File: config.mk
export PLATFORM = sky130hd
export DESIGN_NAME = irq_arbiter
export DESIGN_NICKNAME = d
export VERILOG_FILES = /design/src/rtl/irq_arbiter.sv
export SDC_FILE = /design/constraint.sdc
export NUM_CORES = 1
export LEC_CHECK = 0
export BUFFER_PORTS_ARGS = -buffer_cell sky130_fd_sc_hd__buf_2
export CELL_PAD_IN_SITES_DETAIL_PLACEMENT = 1
export CELL_PAD_IN_SITES_GLOBAL_PLACEMENT = 2
export CORE_MARGIN = 2
export CORE_UTILIZATION = 34
export CTS_CLUSTER_SIZE = 25
export DETAILED_ROUTE_END_ITERATION = 16
export PLACE_DENSITY_LB_ADDON = 0.1
export SYNTH_ARGS = -nofsm -noshare
export SYNTH_HDL_FRONTEND = slang
export SYNTH_SLANG_ARGS = --single-unit
File: constraint.sdc
create_clock -name clk -period 2.87 [get_ports clk]
set_input_delay 0.1435 -clock clk [delete_from_list [all_inputs] [get_ports clk]]
set_output_delay 0.1435 -clock clk [all_outputs]
set_load 0.005 [all_outputs]
File: src/rtl/irq_arbiter.sv
// Platform interrupt arbiter: synchronises, latches, masks and prioritises IRQ lines into a one-hot core flag.
// Optional rotating priority is compiled in with `define IRQ_ARB_ROUND_ROBIN_EN; the default build is fixed lowest-index.
module irq_arbiter #(
  parameter int NUM_SRC     = 8,
  parameter int SYNC_STAGES = 2
) (
  input  logic               clk,
  input  logic               rst,
  input  logic [NUM_SRC-1:0] irq_i,
  input  logic               int_ack_i,
  input  logic               int_done_i,
  input  logic               we_i,
  input  logic [3:0]         waddr_i,
  input  logic [31:0]        wdata_i,
  input  logic [3:0]         raddr_i,
  output logic [31:0]        rdata_o,
  output logic [7:0]         int_flag_o,
  output logic               busy_o
);

  // state   | meaning
  // IDLE    | no interrupt outstanding; picks a winner when req is nonzero
  // ASSERT  | winner presented on int_flag_o, waiting for core acceptance
  // SERVICE | handler running; waits for int_done_i or matching COMPLETE write
  typedef enum logic [2:0] {
    IDLE    = 3'b001,
    ASSERT  = 3'b010,
    SERVICE = 3'b100
  } state_t;

  state_t             state_q, state_d;
  logic [NUM_SRC-1:0] sync_q [SYNC_STAGES];
  logic [NUM_SRC-1:0] irq_s, irq_d_q, rise;
  logic [NUM_SRC-1:0] enable_q, enable_d, type_q, pending_q, pending_d;
  logic [NUM_SRC-1:0] w1c_clr, ack_clr, req;
  logic [NUM_SRC-1:0] flag_q, flag_d;
  logic [2:0]         claim_id_q, claim_id_d, win_idx, ptr_q;
  logic               active_q, active_d, win_found, ack_evt;
  logic               wr_enable, wr_type, wr_pending, complete_hit;
  wire                unused_wdata = ^wdata_i;

  always_ff @(posedge clk or negedge rst) begin
    if (!rst) begin
      for (int i = 0; i < SYNC_STAGES; i++) sync_q[i] <= '0;
      irq_d_q <= '0;
    end else begin
      sync_q[0] <= irq_i;
      for (int i = 1; i < SYNC_STAGES; i++) sync_q[i] <= sync_q[i-1];
      irq_d_q <= irq_s;
    end
  end

  assign irq_s = sync_q[SYNC_STAGES-1];
  assign rise  = irq_s & ~irq_d_q;

  assign wr_enable    = we_i && (waddr_i == 4'h0);
  assign wr_type      = we_i && (waddr_i == 4'h1);
  assign wr_pending   = we_i && (waddr_i == 4'h2);
  assign complete_hit = we_i && (waddr_i == 4'h4) && (wdata_i[2:0] == claim_id_q);

  assign enable_d = wr_enable ? wdata_i[NUM_SRC-1:0] : enable_q;
  assign w1c_clr  = wr_pending ? (wdata_i[NUM_SRC-1:0] & type_q) : '0;
  // Set dominates any clear on edge sources; level sources just follow the line.
  assign pending_d = (type_q & (rise | (pending_q & ~(w1c_clr | ack_clr)))) | (~type_q & irq_s);
  assign req       = pending_q & enable_q;

  always_ff @(posedge clk or negedge rst) begin
    if (!rst) begin
      enable_q  <= '0;
      type_q    <= '0;
      pending_q <= '0;
    end else begin
      enable_q  <= enable_d;
      if (wr_type) type_q <= wdata_i[NUM_SRC-1:0];
      pending_q <= pending_d;
    end
  end

`ifdef IRQ_ARB_ROUND_ROBIN_EN
  always_ff @(posedge clk or negedge rst) begin
    if (!rst)         ptr_q <= '0;
    else if (ack_evt) ptr_q <= (claim_id_q == 3'(NUM_SRC-1)) ? 3'd0 : claim_id_q + 3'd1;
  end
`else
  assign ptr_q = 3'd0;
`endif

  // Search starts at the pointer and wraps; with a zero pointer this is plain lowest-index.
  always_comb begin
    int idx;
    win_found = 1'b0;
    win_idx   = '0;
    idx       = 0;
    for (int k = 0; k < NUM_SRC; k++) begin
      idx = int'(ptr_q) + k;
      if (idx >= NUM_SRC) idx = idx - NUM_SRC;
      if (!win_found && req[idx]) begin
        win_found = 1'b1;
        win_idx   = 3'(idx);
      end
    end
  end

  always_comb begin
    state_d    = state_q;
    flag_d     = flag_q;
    claim_id_d = claim_id_q;
    active_d   = active_q;
    ack_clr    = '0;
    ack_evt    = 1'b0;
    case (state_q)
      IDLE: begin
        if (win_found) begin
          flag_d     = NUM_SRC'(1) << win_idx;
          claim_id_d = win_idx;
          state_d    = ASSERT;
        end
      end
      ASSERT: begin
        if (int_ack_i) begin
          ack_clr  = (NUM_SRC'(1) << claim_id_q) & type_q;
          ack_evt  = 1'b1;
          flag_d   = '0;
          active_d = 1'b1;
          state_d  = SERVICE;
        end else if (!enable_d[claim_id_q]) begin
          flag_d  = '0;
          state_d = IDLE;
        end
      end
      SERVICE: begin
        flag_d = '0;
        if (int_done_i || complete_hit) begin
          active_d = 1'b0;
          state_d  = IDLE;
        end
      end
      default: begin
        flag_d   = '0;
        active_d = 1'b0;
        state_d  = IDLE;
      end
    endcase
  end

  always_ff @(posedge clk or negedge rst) begin
    if (!rst) begin
      state_q    <= IDLE;
      flag_q     <= '0;
      claim_id_q <= '0;
      active_q   <= 1'b0;
    end else begin
      state_q    <= state_d;
      flag_q     <= flag_d;
      claim_id_q <= claim_id_d;
      active_q   <= active_d;
    end
  end

  always_comb begin
    rdata_o = '0;
    case (raddr_i)
      4'h0:    rdata_o = 32'(enable_q);
      4'h1:    rdata_o = 32'(type_q);
      4'h2:    rdata_o = 32'(pending_q);
      4'h3:    rdata_o = {active_q, 28'b0, claim_id_q};
      default: rdata_o = '0;
    endcase
  end

  assign int_flag_o = 8'(flag_q);
  assign busy_o     = (state_q != IDLE);

endmodule

==> metrics.csv, run 1 <==
stage;metric;value;unit
status;outcome;finished clean;
clocking;cts_buffers;9;
final_layout;fin_util;0.414;
drt;drtIter0Drc;38;
timing;layout_min_cycle_time;2.10;ns
floorplanning;die_h;98.7;um
drt;wire_per_inst;16.7;um
synthesis;synth-edff-count;0;
hold_path;hold_path_class;input port to flop;
floorplanning;start_util;0.350;
drt;drt-total-wl;7.53;mm
drt;avgViaCountPerCell;4.96;
synthesis;synth-seq-area-share;0.517;
clocking;clockBufferDepth;2;
setup_path;crit_buf_inv;0;
drt;drc_errors;0;
placement;place_area;0.00333;mm^2
floorplanning;rows;34;
floorplanning;coreArea;0.00872;mm^2
clocking;postCtsSetupBuffers;0;
setup_path;crit_slowest_cell;a22oi_1;
setup_path;crit_chain;a22oi_1 > nand2_1 > or3_1 > o211ai_4 > o2bb2ai_1;
grt;grt_max_degree;35;
floorplanning;fp.dieArea;0.00975;mm^2
placement;portBuffers;46;
setup_path;rr_worst_depth;5;
pwr;p_sw_frac;0.345;
drt;final_antenna_net_count;0;
flow_run;max-cap-violations;0;
synthesis;synthDistinctLibCells;48;
synthesis;synth_top_cell_area_share;0.508;
clocking;cts-root-buf;clkbuf_8;
final_layout;syn_to_final_growth;18.5;%
final_layout;final_nets;391;
timing;fin_skew;0.00663;ns
pwr;p_clk_frac;0.274;
final_layout;antennaDiodeCount;0;
pwr;power_switching;0.974;mW
timing;finalSetupViolCount;0;
pwr;leakagePower;1.73;nW
placement;dpl.hpwl;5.66;mm
timing;max_freq;0.475;GHz
floorplanning;die_w;98.7;um
grt;grt_first_pass_wirelength;12.6;mm
synthesis;synth_area_leaders;dfrtp_1 51%, buf_4 5.7%, mux2_2 4.8%, nand2_1 3.9%, mux4_2 3.0%;
pwr;pwr-share-comb;0.284;
setup_path;critical_path_class;flop to flop;
timing;finalHoldViolations;0;
timing;tightest_slew;0.734;ns
pwr;powerDensity;780;mW/mm^2
clocking;h-tree-depth;3;
clocking;cts.sinks;63;
final_layout;final_cell_mix;62 x dfrtp_1, 46 x buf_2, 32 x nand2_1;
placement;gp_congestion;0.806;
synthesis;async_reset_ff_frac;1.00;
synthesis;syn_inst;277;
final_layout;fin_cells;450;
synthesis;yosysWarningCount;0;
setup_path;critPathMaxStageDelay;0.54;ns
synthesis;synth_top_flop_cell;dfrtp_1;
grt;antenna_found_initial;0;
synthesis;yosys.area.top_type;dfrtp_1;
final_layout;final_area;0.00361;mm^2
grt;grt.overflow.total;0;
synthesis;ys_ff_latch;63;
timing;slew_headroom;0.511;
setup_path;cp_max_fo;8;
setup_path;start_kind;flop;
drt;dr.pass1.iters;4;
hold_path;hold_depth;2;
setup_path;worst_setup_path_end_kind;flop;
clocking;clk_latency;0.34;ns
timing;whs;0.0805;ns
final_layout;final_common_cell;dfrtp_1;
synthesis;synth_area_per_cell;11.0;um^2
pwr;vdd_drop_max;0.263;mV
timing;grt_setup_unrepaired;no;
timing;fin_setup_tns;0;ns
clocking;cts_tree;built;
setup_path;cp_top_family;compound AO/OA/AOI/OAI gates;
pwr;seqPwrFrac;0.442;
clocking;path_clk_slew;0.07;ns
drt;vias;2231;
floorplanning;io_pins;94;
synthesis;netlist_area;0.00305;mm^2
grt;grt_pass1_vias;2380;
timing;final_max_slew_viol_count;0;
setup_path;crit_cells;5;
setup_path;crit_required;3.13;ns
placement;dp.cells;426;
pwr;p_int;1.85;mW
grt;track_usage;0.166;
timing;period_share;0.733;
setup_path;crit_arrival;2.36;ns
final_layout;drive_gt1_frac;0.266;
[layer usage]
layer | share of wire | GRT usage | vias to the layer above
met5 | 0 | 0 | -
met4 | 0.018 | 0.0611 | 0
met3 | 0.036 | 0.0284 | 13
met2 | 0.46 | 0.259 | 54
met1 | 0.48 | 0.234 | 1100
li1 | - | - | 1064
[synth_stat cells (2+ instances only)]
library cell   n
o2bb2ai_1      6
or2_2          3
mux2i_1        6
buf_4         23
mux4_2         4
a21o_1        10
a22oi_1        4
nand3_1        7
nor3_1         4
nand2b_1       6
clkbuf_1       4
o21ai_0        8
nor2b_1        4
and2_1         4
a22o_1         2
dfrtp_1       62
a221oi_1       6
nand4_1        2
xnor2_1        2
nand2_1       32
inv_1          7
nor2_1        20
mux2_2        13
a21oi_1       14
[stage by stage]
stage	worst slack, ns	power, mW
2_1_floorplan	1.20	1.79
3_3_place_gp	0.791	2.06
3_5_place_dp	0.774	2.07
4_1_cts	0.757	2.87
5_1_grt	0.651	3.03
6_report	0.765	2.82
[registers in the layout (all words and copies together) (netlist names)]
register,flops
int_flag_o,8
sync_q,8
state_q,3
pending_q,8
irq_s,8
active_q,1
enable_q,8
claim_id_q,3
irq_d_q,8
type_q,8
[power groups by stage]
stage / Combinational (mW) / Clock, mW / Sequential (mW)
floorplan: 0.616 / 0 / 1.18
global placement: 0.797 / 0 / 1.26
detailed placement: 0.806 / 0 / 1.26
CTS: 0.817 / 0.801 / 1.25
global route: 0.909 / 0.840 / 1.28
finish: 0.801 / 0.773 / 1.25
[what timing repair did]
item                      CTS  global route
hold endpoints to repair   36             0
hold buffers                9             0
gates resized for setup     0             0
[final timing paths]
kind,slack (ns),to,startpoint
setup reg to reg,0.77,int_flag_o[5],pending_q[2]
hold / removal,0.08,type_q[7],wdata_i[7]
min in group asynchronous,0.40,sync_q[8],rst
setup / recovery,0.77,int_flag_o[5],pending_q[2]
hold reg to reg,0.35,irq_s[6],sync_q[14]
max in group asynchronous,1.84,sync_q[15],rst
[layout make-up]
class                      count  area (um^2)
clock buffer                  12          155
clock inverter                 3         42.5
fill                         991         5110
inverter                       7         26.3
multi-input combinational    201         1340
sequential                    63         1580
tap                          108          135
timing repair buffer          56          340
[cell families (layout without fill, tap and decap cells)]
family                    after synthesis  after routing  share of synthesized area
xor gates and xnor gates                2              2                    0.00574
other                                   1             23                    0.00123
AOI/OAI and AO/OA                      59             59                      0.144
muxes                                  24             24                      0.102
buffers and inverters                  35             78                     0.0718
DFF                                    63             63                      0.517
and+or+nand+nor                        93             93                      0.158
Note: power is estimated with default switching activity, not from simulation.
==> run 2: changes to the inputs <==
ABC_AREA = 1   (was default)
CORE_UTILIZATION = 29   (was 34)
clock period = 2.06 ns   (was 2.87 ns; I/O delays follow)
==> metrics.csv, run 2 <==
stage;metric;value;unit;change
setup_path;crit_chain;buf_4 > nor2_1 > nand3_1 > nand2_1 > nor2_1 > nand2_1 > nand2_1 > nand2_2 > nand2_4 > nand2_1 > nand2_1;;
drt;drtIter0Drc;86;;+130%
grt;grt_max_degree;43;;+23%
clocking;h-tree-depth;3;;unchanged
synthesis;synth-compound-area-share;0.0720;;-0.0723
timing;slew_headroom;0.630;;+0.119
drt;drc_errors;0;;unchanged
synthesis;synthDistinctLibCells;32;;-33%
final_layout;final-seq-area;0.00158;mm^2;unchanged
status;outcome;finished clean;;
placement;place_area;0.00337;mm^2;+1.4%
pwr;pwr-share-comb;0.285;;about the same
floorplanning;coreArea;0.0102;mm^2;+17%
drt;final_antenna_net_count;0;;unchanged
floorplanning;fp.dieArea;0.0113;mm^2;+15%
drt;drt-total-wl;8.23;mm;+9.3%
final_layout;fin_util;0.357;;-0.0575
final_layout;drive_gt1_frac;0.193;;-0.0735
final_layout;final_cell_mix;125 x nand2_1, 62 x dfrtp_1, 46 x buf_2;;
setup_path;crit_arrival;1.94;ns;-0.42 ns
synthesis;synthAdderAreaFrac;0;;unchanged
grt;grt_pass1_vias;2626;;+10%
floorplanning;io_pins;94;;unchanged
synthesis;syn_inst;359;;+30%
setup_path;crit_required;2.28;ns;-0.85 ns
flow_run;max-cap-violations;0;;unchanged
synthesis;synth-simple-area-share;0.293;;+0.136
timing;whs;0.0189;ns;-0.0616 ns
pwr;p_sw_frac;0.359;;+0.0136
pwr;seqPwrFrac;0.434;;-0.008
synthesis;async_reset_ff_frac;1.00;;unchanged
final_layout;fillers;1250;;+26%
floorplanning;start_util;0.295;;-0.0545
synthesis;yosysMostFrequentCell;nand2_1;;
floorplanning;die_w;106;um;+7.4%
synthesis;synth_area_per_cell;8.42;um^2;-24%
clocking;cts_buffers;9;;unchanged
grt;grt.overflow.total;0;;unchanged
timing;fin_setup_tns;0;ns;unchanged
drt;avgViaCountPerCell;4.52;;-8.8%
floorplanning;die_h;106;um;+7.4%
clocking;cts-root-buf;clkbuf_8;;
placement;gp_congestion;0.831;;+3.1%
timing;finalHoldViolations;0;;unchanged
synthesis;synth-seq-area-share;0.522;;+0.00492
clocking;clk_latency;0.34;ns;about the same
synthesis;synth-xor-area-share;0.00579;;+0.0000546
grt;grt_first_pass_wirelength;13.6;mm;+8.2%
grt;track_usage;0.160;;-0.00645
synthesis;yosys.area.top_type;dfrtp_1;;
clocking;cts_tree;built;;
timing;fin_skew;0.00792;ns;+0.00129 ns
timing;tightest_slew;0.556;ns;-0.178 ns
synthesis;synth_top_cell_area_share;0.513;;+0.00484
clocking;ctsResizeCount;0;;unchanged
drt;vias;2563;;+15%
synthesis;synth-edff-count;0;;unchanged
setup_path;critPathMaxStageDelay;0.44;ns;-0.10 ns
pwr;p_int;2.41;mW;+31%
final_layout;final_common_cell;nand2_1;;
timing;final_max_slew_viol_count;0;;unchanged
synthesis;netlist_area;0.00302;mm^2;-0.94%
setup_path;cp_common_cell;nand2_1;;
setup_path;critical_path_class;flop to flop;;
drt;dr.pass1.iters;4;;unchanged
pwr;p_clk_frac;0.281;;+0.007
drt;wire_per_inst;14.5;um;-13%
synthesis;synth_common_cells;125 x nand2_1, 62 x dfrtp_1, 32 x inv_1;;
final_layout;final_nets;479;;+23%
placement;portBuffers;46;;unchanged
setup_path;crit_slowest_cell;dfrtp_1;;
pwr;powerDensity;1030;mW/mm^2;+32%
pwr;power_switching;1.35;mW;+39%
clocking;clockBufferDepth;2;;unchanged
timing;finalSetupViolCount;0;;unchanged
hold_path;hold_path_class;input port to flop;;
clocking;cts.sinks;63;;unchanged
final_layout;antennaDiodeCount;0;;unchanged
grt;antenna_found_initial;0;;unchanged
timing;max_freq;0.583;GHz;+23%
setup_path;start_kind;flop;;
setup_path;worst_setup_path_end_kind;flop;;
timing;period_share;0.832;;+0.0990
placement;dpl.hpwl;6.37;mm;+12%
synthesis;synth_area_leaders;dfrtp_1 51%, nand2_1 16%, buf_4 5.7%, inv_1 4.0%, nand3_1 3.6%;;
final_layout;final_area;0.00365;mm^2;+1.0%
synthesis;ys_ff_latch;63;;unchanged
pwr;vdd_drop_max;0.371;mV;+41%
floorplanning;rows;37;;+8.8%
synthesis;synth_top_family_by_area;simple AND/OR/NAND/NOR gates;;
synthesis;muxShareOfSynthArea;0;;-0.102
synthesis;yosysWarningCount;0;;unchanged
timing;layout_min_cycle_time;1.71;ns;-0.390 ns
synthesis;synth_top_flop_cell;dfrtp_1;;
pwr;leakagePower;1.90;nW;+9.7%
clocking;postCtsSetupBuffers;0;;unchanged
pwr;p_total;3.76;mW;+33%
setup_path;cp_max_fo;8;;unchanged
final_layout;multi_input_area;0.00121;mm^2;-9.6%
timing;grt_setup_unrepaired;no;;
clocking;path_clk_slew;0.07;ns;about the same
final_layout;syn_to_final_growth;20.8;%;
==> run 2: changes by cell type after synthesis, sizes merged, moves of 5 or more <==
| cell | before | now |
|---|---|---|
| nand2 | 33 | 130 |
| inv | 7 | 34 |
| nand3 | 7 | 24 |
| mux2 | 14 | 0 |
| a21o | 10 | 0 |
| a21oi | 14 | 6 |
| o2111ai | 0 | 7 |
| a221oi | 6 | 0 |
| mux2i | 6 | 0 |
| nand2b | 6 | 0 |
| nand4 | 2 | 8 |
| o2bb2ai | 6 | 0 |
| nor2 | 21 | 26 |
==> run 2: power groups by stage <==
stage / Sequential, mW / Combinational, mW / Clock [mW]
detailed placement: 1.65 / 1.08 / 0
CTS: 1.63 / 1.09 / 1.10
global route: 1.66 / 1.25 / 1.16
floorplan: 1.59 / 0.783 / 0
finish: 1.63 / 1.07 / 1.06
global placement: 1.65 / 1.06 / 0
==> run 2: metal layers <==
layer  routed length, um  vias up  global-route usage  part of all wire
li1                    -     1248                   -                 -
met4                 112        0              0.0686             0.014
met3                 289        6              0.0337             0.035
met2                4060       46               0.260              0.49
met5                   0        -                   0                 0
met1                3770     1263               0.207              0.46
==> run 2: cells by family (layout without fill, tap and decap cells) <==
family          count (synthesis)  in the layout
flops                          63             63
buf+inv                        61            111
compound gates                 34             34
simple gates                  198            198
xor+xnor                        2              2
other cells                     1             23
==> run 2: path summary, 6_finish.rpt <==
kind	slack, ns	to	from	depth (start not counted)
setup reg to reg	0.35	int_flag_o[2]	claim_id_q[1]	11
setup / recovery	0.35	int_flag_o[2]	claim_id_q[1]	11
min in group asynchronous	0.28	state_q[2]	rst	2
hold reg to reg	0.35	irq_s[4]	sync_q[12]	0
max in group asynchronous	1.15	type_q[5]	rst	3
hold / removal	0.02	enable_q[5]	wdata_i[5]	3
==> run 2: cell type report <==
cell class,instances,area share
repair buffers,61,0.103
well taps,136,0.0466
clock inverters,4,0.0123
clock buffers,12,0.0397
inverters,34,0.0349
multi-input cells,257,0.331
flip-flops and latches,63,0.432
==> run 2: repair_timing <==
| action | 4_1_cts | 5_1_grt |
|---|---|---|
| endpoints found under the hold margin | 28 | 0 |
| setup endpoints to repair | 0 | 0 |
| hold buffers | 9 | 0 |
==> run 2: metrics by stage <==
stage / setup WS [ns] / cells
after floorplan: 0.625 / 381
after global placement: 0.366 / 542
after detailed placement: 0.347 / 542
after CTS: 0.336 / 567
after global routing: 0.143 / 567
final: 0.345 / 567
==> run 2: critical path, delay by kind of cell, from the launching register on <==
family / cells / cell delay, ns
and+or+nand+nor: 10 / 0.97
DFF: 1 / 0.44
buffers and inverters: 1 / 0.18
==> run 3: changes to the inputs <==
ABC_AREA = 0   (was 1)
CORE_UTILIZATION = 32   (was 29)
clock period = 1.65 ns   (was 2.06 ns; I/O delays follow)
==> metrics.csv, run 3 (synthesis gave the netlist of run 1 again) <==
stage;metric;value;unit;change
timing;slew_headroom;0.666;;+0.0365
timing;final_max_slew_viol_count;0;;unchanged
pwr;vdd_drop_max;0.481;mV;+30%
pwr;powerDensity;1420;mW/mm^2;+38%
flow_run;max-cap-violations;0;;unchanged
drt;final_antenna_net_count;0;;unchanged
placement;post-place-ws;-0.123;ns;-0.470 ns
drt;drc_errors;0;;unchanged
drt;dr.pass1.iters;4;;unchanged
final_layout;final_common_cell;dfrtp_1;;
timing;layout_setup_ws;-0.147;ns;-0.492 ns
timing;finalSetupViolCount;10;;+10
floorplanning;fp.dieArea;0.0103;mm^2;-8.2%
drt;avgViaCountPerCell;4.75;;+5.2%
grt;grt.overflow.total;0;;unchanged
final_layout;syn_to_final_growth;36.8;%;
timing;period_share;1.09;;
timing;grt_setup_unrepaired;yes;;
placement;dpl.hpwl;6.26;mm;-1.6%
final_layout;antennaDiodeCount;0;;unchanged
clocking;cts_tree;built;;
placement;portBuffers;46;;unchanged
final_layout;fillers;1051;;-16%
timing;tightest_slew;0.500;ns;-0.0559 ns
grt;antenna_found_initial;0;;unchanged
clocking;cts_buffers;9;;unchanged
final_layout;final_area;0.00417;mm^2;+14%
setup_path;critical_path_class;flop to primary output;;
floorplanning;start_util;0.330;;+0.0348
timing;finalHoldViolations;0;;unchanged
clocking;clk_latency;0.36;ns;+0.02 ns
clocking;clockBufferDepth;2;;unchanged
floorplanning;coreArea;0.00924;mm^2;-9.7%
final_layout;final_cell_mix;60 x dfrtp_1, 46 x buf_2, 42 x buf_4;;
setup_path;cp_max_fo;5;;-3
status;violations;setup timing;;
grt;track_usage;0.182;;+0.0217
clocking;path_clk_slew;0.08;ns;about the same
drt;vias;2477;;-3.4%
hold_path;hold_path_class;input port to flop;;
grt;grt_pass1_vias;2583;;-1.6%
grt;grt_first_pass_wirelength;13.8;mm;+1.5%
timing;fin_skew;0.00875;ns;+0.000830 ns
setup_path;crit_arrival;1.71;ns;-0.23 ns
clocking;cts.sinks;63;;unchanged
clocking;h-tree-depth;3;;unchanged
floorplanning;rows;35;;-5.4%
grt;grt_max_degree;64;;+49%
pwr;leakagePower;2.03;nW;+6.6%
floorplanning;die_w;102;um;-4.2%
timing;whs;0.0169;ns;-0.00196 ns
setup_path;worst_setup_path_end_kind;primary output;;
drt;wire_per_inst;16.5;um;+13%
final_layout;final_nets;440;;-8.1%
floorplanning;io_pins;94;;unchanged
setup_path;reg2reg_setup_slack;-0.08;ns;-0.43 ns
drt;drtIter0Drc;74;;-14%
final_layout;drive_gt1_frac;0.408;;+0.216
placement;gp_congestion;0.754;;-9.3%
timing;layout_min_cycle_time;1.80;ns;
setup_path;crit_required;1.57;ns;-0.71 ns
timing;max_freq;0.557;GHz;
setup_path;start_kind;flop;;
drt;drt-total-wl;8.58;mm;+4.2%
status;outcome;complete, but fails checks;;
placement;place_area;0.00369;mm^2;+9.4%
clocking;cts-root-buf;clkbuf_8;;
floorplanning;die_h;102;um;-4.2%
## run 3: area by class of cell
cell class,instances,area [um^2],share of cell area
Tap cell,129,161,0.0387
Clock buffer,13,159,0.0381
Clock inverter,3,65.1,0.0156
Sequential cell,63,1580,0.379
Timing Repair Buffer,105,733,0.176
Inverter,7,26.3,0.00629
Multi-Input combinational cell,201,1450,0.347
## run 3: metal layers
| layer | vias to the layer above | GRT usage | wire (um) | part of all wire |
|---|---|---|---|---|
| met5 | - | 0 | 0 | 0 |
| met4 | 0 | 0.0686 | 135 | 0.016 |
| met3 | 10 | 0.0352 | 252 | 0.029 |
| met2 | 43 | 0.291 | 4200 | 0.49 |
| met1 | 1268 | 0.244 | 4000 | 0.47 |
| li1 | 1156 | - | - | - |
## run 3: power by group
part | internal (mW) | total (mW) | switching [mW] | leakage, nW
clock network | 0.933 | 1.55 | 0.622 | 0.114
registers | 1.84 | 2.09 | 0.244 | 0.762
logic | 1.16 | 2.29 | 1.13 | 1.15
## run 3: through the flow
stage / setup TNS [ns] / instances / total power [mW] / util
floorplan: 0 / 299 / 3.13 / -
global placement: -0.563 / 491 / 4.07 / 0.399
detailed placement: -0.969 / 491 / 4.10 / 0.399
CTS: -0.905 / 521 / 5.90 / 0.444
global route: -1.83 / 521 / 6.32 / 0.452
finish: -0.607 / 521 / 5.93 / 0.452
## run 3: what timing repair did
| item | CTS | global route |
|---|---|---|
| endpoints found under the setup margin | 15 | 23 |
| hold buffers | 10 | 0 |
| endpoints found under the hold margin | 71 | 0 |
| pin swaps | 7 | 8 |
| gates resized for setup | 14 | 19 |
| setup buffers | 4 | 0 |
## run 3: critical path: stages, from the launching register on
cell and delay, ns:
dfrtp_1 0.39, buf_6 0.13, buf_6 0.10, mux4_2 0.46, nor2b_1 0.14, buf_2 0.13
## run 3: final timing paths
kind,from,to,cells after the start
max,claim_id_q[1],rdata_o[1],5
min,wdata_i[3],enable_q[3],2
max reg2reg,claim_id_q[1],int_flag_o[4],8
min reg2reg,sync_q[12],irq_s[4],0
max in group asynchronous,rst,state_q[0],3
min in group asynchronous,rst,sync_q[8],3
